**config.mk**
```make
export PLATFORM = sky130hd
export DESIGN_NAME = regfile_wb_ctrl
export DESIGN_NICKNAME = d
export VERILOG_FILES = /design/src/rtl/regfile_wb_ctrl_pkg.sv /design/src/rtl/regfile_scoreboard.sv /design/src/rtl/regfile_wb_ctrl.sv
export SDC_FILE = /design/constraint.sdc
export NUM_CORES = 1
export LEC_CHECK = 0
export CAP_MARGIN = 20
export CELL_PAD_IN_SITES_DETAIL_PLACEMENT = 0
export CELL_PAD_IN_SITES_GLOBAL_PLACEMENT = 1
export CORE_ASPECT_RATIO = 0.7
export CORE_MARGIN = 8
export CORE_UTILIZATION = 35
export DETAILED_ROUTE_END_ITERATION = 12
export PLACE_DENSITY = 0.86
export RECOVER_POWER = 25
export SETUP_SLACK_MARGIN = 0.15
export SYNTH_ARGS = -nofsm -noshare
export SYNTH_HDL_FRONTEND = slang
export SYNTH_HIERARCHICAL = 1
export SYNTH_SLANG_ARGS = --single-unit
export TNS_END_PERCENT = 50
```
**constraint.sdc**
```tcl
create_clock -name clk -period 7.91 [get_ports clk]
set_input_delay 1.582 -clock clk [delete_from_list [all_inputs] [get_ports clk]]
set_output_delay 1.582 -clock clk [all_outputs]
set_load 0.005 [all_outputs]
```
**src/rtl/regfile_wb_ctrl_pkg.sv**
```systemverilog
// Shared definitions for the register-file write-back controller:
// architectural sizes, the hardwired-zero register index and the
// write-back source encoding used by the round-robin arbiter.
package regfile_wb_ctrl_pkg;

    localparam int XLEN   = 32;
    localparam int REG_AW = 5;
    localparam int NREGS  = 32;

    localparam logic [REG_AW-1:0] REG_X0 = '0;

    typedef enum logic {
        SRC_ALU = 1'b0,
        SRC_LSU = 1'b1
    } src_e;

endpackage

```
**src/rtl/regfile_scoreboard.sv**
```systemverilog
// Busy scoreboard for the register file: one pending-write bit per
// register, hazard stall towards issue, sticky error on write-backs to
// registers that were not marked busy, and a registered busy count.
module regfile_scoreboard
    import regfile_wb_ctrl_pkg::*;
#(
    parameter int REG_AW = regfile_wb_ctrl_pkg::REG_AW,
    parameter int NREGS  = regfile_wb_ctrl_pkg::NREGS
) (
    input  logic              clk,
    input  logic              rst_n,
    input  logic              issue_valid,
    input  logic [REG_AW-1:0] issue_rs1,
    input  logic [REG_AW-1:0] issue_rs2,
    input  logic [REG_AW-1:0] issue_rd,
    input  logic              issue_we,
    input  logic              wb_we,
    input  logic [REG_AW-1:0] wb_rd,
    output logic              issue_stall,
    output logic [5:0]        busy_count,
    output logic              wb_err
);

    logic [NREGS-1:0] busy;
    logic [NREGS-1:0] busy_next;
    logic [5:0]       count_next;
    logic             issue_accept;

    // Hazard check uses registered busy bits only (no bypass from wb_we)
    always_comb begin
        issue_stall  = issue_valid &
                       (busy[issue_rs1] | busy[issue_rs2] | (issue_we & busy[issue_rd]));
        issue_accept = issue_valid & ~issue_stall;
    end

    // Next busy vector: clear on write-back first, then set on issue so a
    // same-edge set of the same index wins; population count of the result
    always_comb begin
        busy_next = busy;
        if (wb_we) begin
            busy_next[wb_rd] = 1'b0;
        end
        if (issue_accept && issue_we && (issue_rd != REG_X0)) begin
            busy_next[issue_rd] = 1'b1;
        end
        busy_next[0] = 1'b0;

        count_next = '0;
        for (int unsigned i = 0; i < NREGS; i++) begin
            count_next = count_next + 6'(busy_next[i]);
        end
    end

    // Busy state, count and sticky error; error uses the pre-edge busy bit
    always_ff @(posedge clk or negedge rst_n) begin
        if (!rst_n) begin
            busy       <= '0;
            busy_count <= '0;
            wb_err     <= 1'b0;
        end else begin
            busy       <= busy_next;
            busy_count <= count_next;
            wb_err     <= wb_err | (wb_we & ~busy[wb_rd]);
        end
    end

endmodule

```
**src/rtl/regfile_wb_ctrl.sv**
```systemverilog
// Write-back controller: round-robin arbitration of the ALU and LSU onto
// the single register-file write port through a one-cycle write stage,
// plus the issue-side busy scoreboard.
module regfile_wb_ctrl
    import regfile_wb_ctrl_pkg::*;
#(
    parameter int XLEN   = regfile_wb_ctrl_pkg::XLEN,
    parameter int REG_AW = regfile_wb_ctrl_pkg::REG_AW,
    parameter int NREGS  = regfile_wb_ctrl_pkg::NREGS
) (
    input  logic              clk,
    input  logic              rst_n,
    input  logic              alu_valid,
    output logic              alu_ready,
    input  logic [REG_AW-1:0] alu_rd,
    input  logic [XLEN-1:0]   alu_data,
    input  logic              lsu_valid,
    output logic              lsu_ready,
    input  logic [REG_AW-1:0] lsu_rd,
    input  logic [XLEN-1:0]   lsu_data,
    input  logic              issue_valid,
    input  logic [REG_AW-1:0] issue_rs1,
    input  logic [REG_AW-1:0] issue_rs2,
    input  logic [REG_AW-1:0] issue_rd,
    input  logic              issue_we,
    output logic              issue_stall,
    output logic              wb_we,
    output logic [REG_AW-1:0] wb_rd,
    output logic [XLEN-1:0]   wb_data,
    output logic [5:0]        busy_count,
    output logic              wb_err
);

    src_e              last_grant;
    logic              alu_xfer;
    logic              lsu_xfer;
    logic              any_xfer;
    logic [REG_AW-1:0] sel_rd;
    logic [XLEN-1:0]   sel_data;

    // Ready depends only on the other source's valid and last_grant, so a
    // source's ready never loops back through its own valid
    always_comb begin
        alu_ready = rst_n & (~lsu_valid | (last_grant == SRC_LSU));
        lsu_ready = rst_n & (~alu_valid | (last_grant == SRC_ALU));
        alu_xfer  = alu_valid & alu_ready;
        lsu_xfer  = lsu_valid & lsu_ready;
        any_xfer  = alu_xfer | lsu_xfer;
        sel_rd    = lsu_xfer ? lsu_rd   : alu_rd;
        sel_data  = lsu_xfer ? lsu_data : alu_data;
    end

    // Round-robin pointer moves only when a transfer happens
    always_ff @(posedge clk or negedge rst_n) begin
        if (!rst_n) begin
            last_grant <= SRC_ALU;
        end else if (alu_xfer) begin
            last_grant <= SRC_ALU;
        end else if (lsu_xfer) begin
            last_grant <= SRC_LSU;
        end
    end

    // Registered write stage; x0 transfers are accepted but never written
    always_ff @(posedge clk or negedge rst_n) begin
        if (!rst_n) begin
            wb_we   <= 1'b0;
            wb_rd   <= '0;
            wb_data <= '0;
        end else begin
            wb_we <= any_xfer & (sel_rd != REG_X0);
            if (any_xfer) begin
                wb_rd   <= sel_rd;
                wb_data <= sel_data;
            end
        end
    end

    regfile_scoreboard #(
        .REG_AW (REG_AW),
        .NREGS  (NREGS)
    ) u_scoreboard (
        .clk         (clk),
        .rst_n       (rst_n),
        .issue_valid (issue_valid),
        .issue_rs1   (issue_rs1),
        .issue_rs2   (issue_rs2),
        .issue_rd    (issue_rd),
        .issue_we    (issue_we),
        .wb_we       (wb_we),
        .wb_rd       (wb_rd),
        .issue_stall (issue_stall),
        .busy_count  (busy_count),
        .wb_err      (wb_err)
    );

endmodule
```
==> impl_metrics.xml, run 1 <==
<?xml version="1.0" encoding="UTF-8"?>
<metrics>
  <group name="outcome">
    <metric name="run_status" unit="">finished, violations left</metric>
    <metric name="failed_checks" unit="">max-capacitance violations, max-slew violations</metric>
  </group>
  <group name="setup_path">
    <metric name="startpoint_of_the_worst_register_to_register_path" unit="">u_scoreboard/busy[28]</metric>
    <metric name="critical_path.endpoint_type" unit="">register</metric>
    <metric name="critical_path.max_fanout" unit="">12</metric>
    <metric name="cp-start-kind" unit="">input port</metric>
    <metric name="timing.critical_path.from" unit="">issue_rd[4]</metric>
    <metric name="worstSetupPathType" unit="">in2reg</metric>
    <metric name="timing.critical_path.required" unit="ns">8.17</metric>
    <metric name="timing.reg2reg.worst_path_depth" unit="">22</metric>
    <metric name="timing.critical_path.arrival" unit="ns">7.83</metric>
  </group>
  <group name="clock_tree">
    <metric name="cts_hold_buf" unit="">0</metric>
    <metric name="cts_tree" unit="">built</metric>
    <metric name="cts-buffers-inserted" unit="">9</metric>
    <metric name="htreeDepth" unit="">3</metric>
    <metric name="clk_transition_reported_paths" unit="ns">0.06</metric>
    <metric name="clock_sinks" unit="">77</metric>
    <metric name="ctsLongestPathBuffers" unit="">2</metric>
    <metric name="worst_skew_pair_latency" unit="ns">0.33</metric>
    <metric name="clk_root_buffer_cell" unit="">clkbuf_16</metric>
  </group>
  <group name="grt">
    <metric name="antenna_found_initial" unit="">0</metric>
    <metric name="first_global_vias" unit="">5741</metric>
    <metric name="grt_start_max_net_pins" unit="">79</metric>
    <metric name="global_route.overflow_total" unit="">0</metric>
    <metric name="grt_first_pass_wirelength" unit="µm">33100</metric>
    <metric name="globalRouteTotalUtil" unit="">0.206</metric>
  </group>
  <group name="flow_run">
    <metric name="maxCapViolations" unit="">1</metric>
  </group>
  <group name="place">
    <metric name="gp_congestion" unit="">0.946</metric>
    <metric name="post_dp_cell_area" unit="µm²">7460</metric>
    <metric name="place.port_buffers" unit="">142</metric>
    <metric name="place.detailed.hpwl" unit="µm">15700</metric>
  </group>
  <group name="timing">
    <metric name="maxSlewHeadroom" unit="">-1.47</metric>
    <metric name="fmax" unit="MHz">132</metric>
    <metric name="min_period" unit="ns">7.57</metric>
    <metric name="rsz0062_at_grt" unit="">no</metric>
    <metric name="clock-skew-final" unit="ns">0.00772</metric>
    <metric name="worst-slew-pin-transition" unit="ns">3.71</metric>
    <metric name="setup_total_negative_slack" unit="ns">0</metric>
    <metric name="period_share" unit="">0.956</metric>
    <metric name="finalHoldViolations" unit="">0</metric>
    <metric name="count_of_pins_over_their_slew_limit" unit="">68</metric>
    <metric name="report.final.setup_viol" unit="">0</metric>
  </group>
  <group name="routing">
    <metric name="vias_per_cell" unit="">5.81</metric>
    <metric name="dr_total_vias" unit="">5573</metric>
    <metric name="detail_route.iter0.violations" unit="">550</metric>
    <metric name="detail_route.wl_per_cell" unit="µm">22.1</metric>
    <metric name="drc" unit="">0</metric>
    <metric name="firstDrtPassIters" unit="">5</metric>
    <metric name="route.met3.wl" unit="µm">1500</metric>
    <metric name="drt_total_wl" unit="µm">21200</metric>
    <metric name="uppermost_signal_routing_layer_after_detailed_routing" unit="">met4</metric>
    <metric name="met2_wirelength" unit="µm">10100</metric>
    <metric name="route.antenna.remaining_nets" unit="">0</metric>
    <metric name="m1WireLength" unit="µm">9310</metric>
  </group>
  <group name="synth">
    <metric name="synth_top_cell_by_area" unit="">dfrtp_1</metric>
    <metric name="synth.area.top_cells" unit="">dfrtp_1 (34%), fa_1 (8.2%), mux4_2 (8.0%)</metric>
    <metric name="postSynth.topFlopCell" unit="">dfrtp_1</metric>
    <metric name="yosys.cell_types.count" unit="">65</metric>
    <metric name="synthesis.instances" unit="">574</metric>
    <metric name="yosysWarnings" unit="">6</metric>
    <metric name="synth-seq-cells" unit="">77</metric>
    <metric name="postSynthAreaPerCell" unit="µm²">9.79</metric>
    <metric name="synth.yosys.seq_area_share" unit="">0.343</metric>
    <metric name="syn_area" unit="µm²">5620</metric>
    <metric name="synth-edff-count" unit="">0</metric>
    <metric name="synth_fp_nets" unit="">699</metric>
    <metric name="asyncSetResetFlopFracSynth" unit="">1.00</metric>
    <metric name="netlist.area_leader.share" unit="">0.343</metric>
  </group>
  <group name="floorplanning">
    <metric name="floorplan.initialDensity" unit="">0.360</metric>
    <metric name="placementRows" unit="">38</metric>
    <metric name="die_w" unit="µm">167</metric>
    <metric name="total_die_area" unit="µm²">20400</metric>
    <metric name="die_h" unit="µm">122</metric>
    <metric name="floorplan.io_pins" unit="">143</metric>
    <metric name="core_region_area" unit="µm²">15600</metric>
  </group>
  <group name="finish">
    <metric name="layout.cell_area.non_filler" unit="µm²">8100</metric>
    <metric name="diodes" unit="">0</metric>
    <metric name="design.final.nets" unit="">879</metric>
    <metric name="post_route_cells_drive_above_1_share" unit="">0.202</metric>
    <metric name="layout_common_cells" unit="">clkdlybuf4s50_1 (134), dfrtp_1 (77), buf_4 (62), o21ai_1 (46), nor2_1 (46)</metric>
    <metric name="layout_commonest_cell" unit="">clkdlybuf4s50_1</metric>
    <metric name="synthToLayoutAreaGrowth" unit="%">44.2</metric>
  </group>
  <group name="hold_path">
    <metric name="timing.hold.worst.start" unit="">u_scoreboard/wb_err</metric>
    <metric name="worstHoldPathCells" unit="">1</metric>
    <metric name="hold_class" unit="">reg2reg</metric>
  </group>
</metrics>
-- synth_stat cells (3+ instances only) --
master,n
mux2_2,3
o21ai_0,39
nor3b_1,3
nor3_1,4
nand3b_1,7
o41a_1,6
a21o_1,3
nor2_1,46
mux2i_1,15
buf_1,4
dfrtp_1,77
nand3_1,43
clkbuf_1,18
buf_2,20
or3_1,3
o31ai_1,9
nor2b_1,7
o41ai_2,7
mux2_1,4
inv_1,30
nand2b_1,3
o22ai_1,5
fa_1,23
nor4b_1,3
ha_1,7
a31oi_1,38
mux4_2,20
nor4_1,4
o21ai_1,46
nand2_1,13
a21oi_1,3
o31a_1,5
o21a_1,12
buf_6,5
-- cell families (layout without fill, tap and decap cells) --
logic type | count (synthesis) | after routing | share of synthesized area
flip-flops | 77 | 77 | 0.343
adder cells (fa/ha/maj) | 30 | 30 | 0.0975
AO/OA/AOI/OAI | 193 | 193 | 0.231
AND/OR/NAND/NOR | 148 | 149 | 0.136
buffers and inverters | 81 | 265 | 0.0668
multiplexers | 42 | 42 | 0.121
XOR/XNOR | 3 | 3 | 0.00468
-- layer usage --
layer / vias up / global-route usage
li1: 2524 / -
met5: - / 0
met4: 0 / 0.0656
met1: 2794 / 0.277
met2: 228 / 0.334
met3: 27 / 0.0388
-- flip-flops by register name (all words and copies together), names as in the netlist --
register                 cells
u_scoreboard/wb_err          1
wb_rd                        5
wb_we                        1
u_scoreboard/busy           31
last_grant                   1
u_scoreboard/busy_count      6
wb_data                     32
-- area by class of cell --
class	count	area (µm²)
Fill cell	1413	7490
Sequential cell	77	1930
Tap cell	200	250
Timing Repair Buffer	217	2050
Inverter	32	121
Clock buffer	11	243
Clock inverter	5	83.8
Multi-Input combinational cell	417	3430
-- stage by stage --
stage               std cells  setup slack [ns]   util  hold slack (ns)
floorplan                 574             0.283      -            0.460
CTS                       953             0.165  0.514            0.476
detailed placement        921            -0.578  0.479            0.466
global placement          921            -0.442  0.479            0.460
global route              959             0.109  0.519            0.497
finish                    959             0.344  0.519            0.471
-- final timing paths --
check / slack [ns] / endpoint
max: 0.34 / u_scoreboard/busy_count[4]
min: 0.47 / u_scoreboard/wb_err
max reg2reg: 1.32 / u_scoreboard/busy_count[4]
min reg2reg: 0.47 / u_scoreboard/wb_err
max in group asynchronous: 2.59 / u_scoreboard/busy[9]
min in group asynchronous: 1.40 / wb_data[15]
-- timing repair --
action                                  CTS  global route
pin swaps                                28             7
endpoints found under the setup margin    5             5
setup buffers                            14             5
gates cloned                              2             0
gates resized for setup                  25            25
-- worst max-delay path, cell delays in order --
cell and delay (ns):
clkdlybuf4s50_1 0.47, buf_6 0.14, or3b_4 0.40, o221ai_1 0.16
o21ai_1 0.11, a41o_2 0.33, nand3_4 0.15, buf_8 0.12
buf_4 0.12, o31ai_2 0.07, buf_4 0.16, fa_1 0.49
fa_2 0.55, fa_2 0.44, fa_2 0.54, inv_2 0.04
fa_1 0.45, fa_1 0.51, fa_2 0.19, inv_2 0.04
fa_2 0.35, a21o_1 0.17, a21oi_2 0.13, xnor2_1 0.12
Power of run 1 is not shown: default switching activity piles up to over one toggle a cycle in this logic, so the estimate is an artifact.
==> inputs of run 2 (changes only) <==
==> constraint.sdc (replaced) <==
create_clock -name clk -period 7.06 [get_ports clk]
set_input_delay 1.412 -clock clk [delete_from_list [all_inputs] [get_ports clk]]
set_output_delay 1.412 -clock clk [all_outputs]
set_load 0.005 [all_outputs]
==> impl_metrics.xml, run 2 (synthesis gave the netlist of run 1 again) <==
<?xml version="1.0" encoding="UTF-8"?>
<metrics>
  <group name="outcome">
    <metric name="run_status" unit="">finished, violations left</metric>
    <metric name="failed_checks" unit="">max-capacitance violations, max-slew violations, negative setup slack</metric>
  </group>
  <group name="setup_path">
    <metric name="critical_path.max_stage_delay" unit="ns">0.57</metric>
    <metric name="cell_chain_of_the_critical_path" unit="">buf_6 &gt; buf_8 &gt; mux4_2 &gt; a32oi_2 &gt; o22ai_2 &gt; nor3_4 &gt; nand3_4 &gt; buf_12 &gt; o41a_1 &gt; fa_1 &gt; fa_1 &gt; inv_2 &gt; fa_2 &gt; fa_2 &gt; inv_2 &gt; fa_1 &gt; fa_1 &gt; fa_2 &gt; inv_2 &gt; fa_2 &gt; a21o_1 &gt; a21oi_2 &gt; xnor2_1</metric>
    <metric name="timing.critical_path.required" unit="ns">7.32</metric>
    <metric name="critical_path.max_fanout" unit="">6</metric>
    <metric name="setup.reg_to_reg.worst_slack" unit="ns">0.55</metric>
    <metric name="cp-start-kind" unit="">input port</metric>
    <metric name="critical_path.endpoint_type" unit="">register</metric>
    <metric name="cp_slowest_cell" unit="">fa_1</metric>
    <metric name="worstSetupPathType" unit="">in2reg</metric>
    <metric name="timing.critical_path.arrival" unit="ns">7.53</metric>
  </group>
  <group name="timing">
    <metric name="setup_ws" unit="ns">-0.207</metric>
    <metric name="period_share" unit="">1.03</metric>
    <metric name="clock-skew-final" unit="ns">0.00461</metric>
    <metric name="min_period" unit="ns">7.27</metric>
    <metric name="rsz0062_at_grt" unit="">yes</metric>
    <metric name="count_of_pins_over_their_slew_limit" unit="">72</metric>
    <metric name="worst_hold_slack" unit="ns">0.494</metric>
    <metric name="report.final.setup_viol" unit="">5</metric>
    <metric name="fmax" unit="MHz">138</metric>
    <metric name="finalHoldViolations" unit="">0</metric>
    <metric name="worst-slew-pin-transition" unit="ns">3.97</metric>
    <metric name="maxSlewHeadroom" unit="">-1.64</metric>
  </group>
  <group name="grt">
    <metric name="grt_first_pass_wirelength" unit="µm">33300</metric>
    <metric name="antenna_found_initial" unit="">0</metric>
    <metric name="grt_use_met1" unit="">0.259</metric>
    <metric name="busiest_layer" unit="">met2</metric>
    <metric name="global_route.overflow_total" unit="">0</metric>
    <metric name="globalRouteTotalUtil" unit="">0.207</metric>
    <metric name="grt_start_max_net_pins" unit="">72</metric>
    <metric name="gr-usage-met2" unit="">0.341</metric>
    <metric name="grtUsageMet3" unit="">0.0562</metric>
    <metric name="first_global_vias" unit="">5936</metric>
  </group>
  <group name="routing">
    <metric name="dr_total_vias" unit="">5680</metric>
    <metric name="route.antenna.remaining_nets" unit="">0</metric>
    <metric name="detail_route.wl_per_cell" unit="µm">22.0</metric>
    <metric name="drt_total_wl" unit="µm">21200</metric>
    <metric name="drc" unit="">0</metric>
    <metric name="firstDrtPassIters" unit="">5</metric>
    <metric name="detail_route.iter0.violations" unit="">594</metric>
    <metric name="vias_per_cell" unit="">5.91</metric>
  </group>
  <group name="finish">
    <metric name="largest_register_ffs" unit="">32</metric>
    <metric name="diodes" unit="">0</metric>
    <metric name="post_route_cells_drive_above_1_share" unit="">0.223</metric>
    <metric name="layout_common_cells" unit="">clkdlybuf4s50_1 (128), dfrtp_1 (77), buf_4 (66), o21ai_1 (46), nor2_1 (44)</metric>
    <metric name="synthToLayoutAreaGrowth" unit="%">45.3</metric>
    <metric name="registers.top_by_ff_count" unit="">wb_data</metric>
    <metric name="biggestRegsByFlops" unit="">wb_data x32, u_scoreboard/busy x31, u_scoreboard/busy_count x6</metric>
    <metric name="design.final.nets" unit="">881</metric>
    <metric name="layout_commonest_cell" unit="">clkdlybuf4s50_1</metric>
  </group>
  <group name="clock_tree">
    <metric name="clk_transition_reported_paths" unit="ns">0.06</metric>
    <metric name="htreeDepth" unit="">3</metric>
    <metric name="cts_hold_buf" unit="">0</metric>
    <metric name="cts-buffers-inserted" unit="">9</metric>
    <metric name="ctsLongestPathBuffers" unit="">2</metric>
    <metric name="clock_sinks" unit="">77</metric>
    <metric name="clk_root_buffer_cell" unit="">clkbuf_16</metric>
    <metric name="worst_skew_pair_latency" unit="ns">0.34</metric>
    <metric name="cts_tree" unit="">built</metric>
  </group>
  <group name="floorplanning">
    <metric name="core_region_area" unit="µm²">15600</metric>
    <metric name="floorplan.io_pins" unit="">143</metric>
    <metric name="floorplan.initialDensity" unit="">0.360</metric>
    <metric name="die_w" unit="µm">167</metric>
    <metric name="placementRows" unit="">38</metric>
    <metric name="die_h" unit="µm">122</metric>
    <metric name="total_die_area" unit="µm²">20400</metric>
  </group>
  <group name="place">
    <metric name="gp_congestion" unit="">0.936</metric>
    <metric name="place.detailed.hpwl" unit="µm">15700</metric>
    <metric name="place.port_buffers" unit="">142</metric>
  </group>
  <group name="hold_path">
    <metric name="hold_class" unit="">reg2reg</metric>
  </group>
  <group name="flow_run">
    <metric name="maxCapViolations" unit="">1</metric>
  </group>
</metrics>
run 2: cell count changes in the layout (fill, tap and decap cells not counted), sizes merged:
cell | before | now
clkdlybuf4s50 | 134 | 128
bufinv | 2 | 1
clkbuf | 17 | 13
dlygate4sd2 | 0 | 3
clkinv | 2 | 5
bufbuf | 1 | 0
buf | 72 | 81
nand3 | 45 | 44
run 2: final cells by class:
cell class	instances	area (µm²)
well taps	200	250
clock buffers	9	225
clock inverters	7	76.3
multi-input cells	416	3500
fillers	1385	7430
repair buffers	220	2070
inverters	32	121
flip-flops and latches	77	1930
run 2: critical path, delay by kind of cell:
family,cells,cell delay (ns)
adders and majority gates,8,3.63
AOI/OAI and AO/OA,5,0.98
muxes,1,0.50
buffers and inverters,6,0.49
and+or+nand+nor,2,0.38
xor gates and xnor gates,1,0.12
run 2: final timing paths:
path,start,endpoint,depth (start not counted)
min in group asynchronous,rst_n,wb_data[28],1
max in group asynchronous,rst_n,u_scoreboard/busy_count[1],2
worst min register to register,u_scoreboard/wb_err,u_scoreboard/wb_err,1
worst max-delay path,issue_rs1[0],u_scoreboard/busy_count[4],23
worst min-delay path,u_scoreboard/wb_err,u_scoreboard/wb_err,1
worst max register to register,u_scoreboard/busy[30],u_scoreboard/busy_count[4],21
run 2: through the flow:
step | setup slack, ns | instances | setup TNS [ns] | utilization | area (µm²)
after floorplan | -0.146 | 574 | -0.321 | - | 5670
after global routing | -0.397 | 961 | -1.56 | 0.524 | 8160
after CTS | -0.399 | 956 | -1.45 | 0.514 | 8020
after global placement | -0.920 | 928 | -4.70 | 0.483 | 7540
final | -0.207 | 961 | -0.599 | 0.524 | 8160
after detailed placement | -1.07 | 928 | -5.28 | 0.483 | 7540
run 2: repair_timing:
action,in CTS,in global routing
cloned,1,0
resized for setup,43,34
pin swaps,29,31
buffers inserted,11,5
endpoints found under the setup margin,6,6
run 2: routing by layer:
layer,share of wire,vias to the layer above
li1,-,2520
met1,0.39,2797
met2,0.47,300
met3,0.098,63
met4,0.033,0
met5,0,-
Power of run 2 is left out for the same reason.
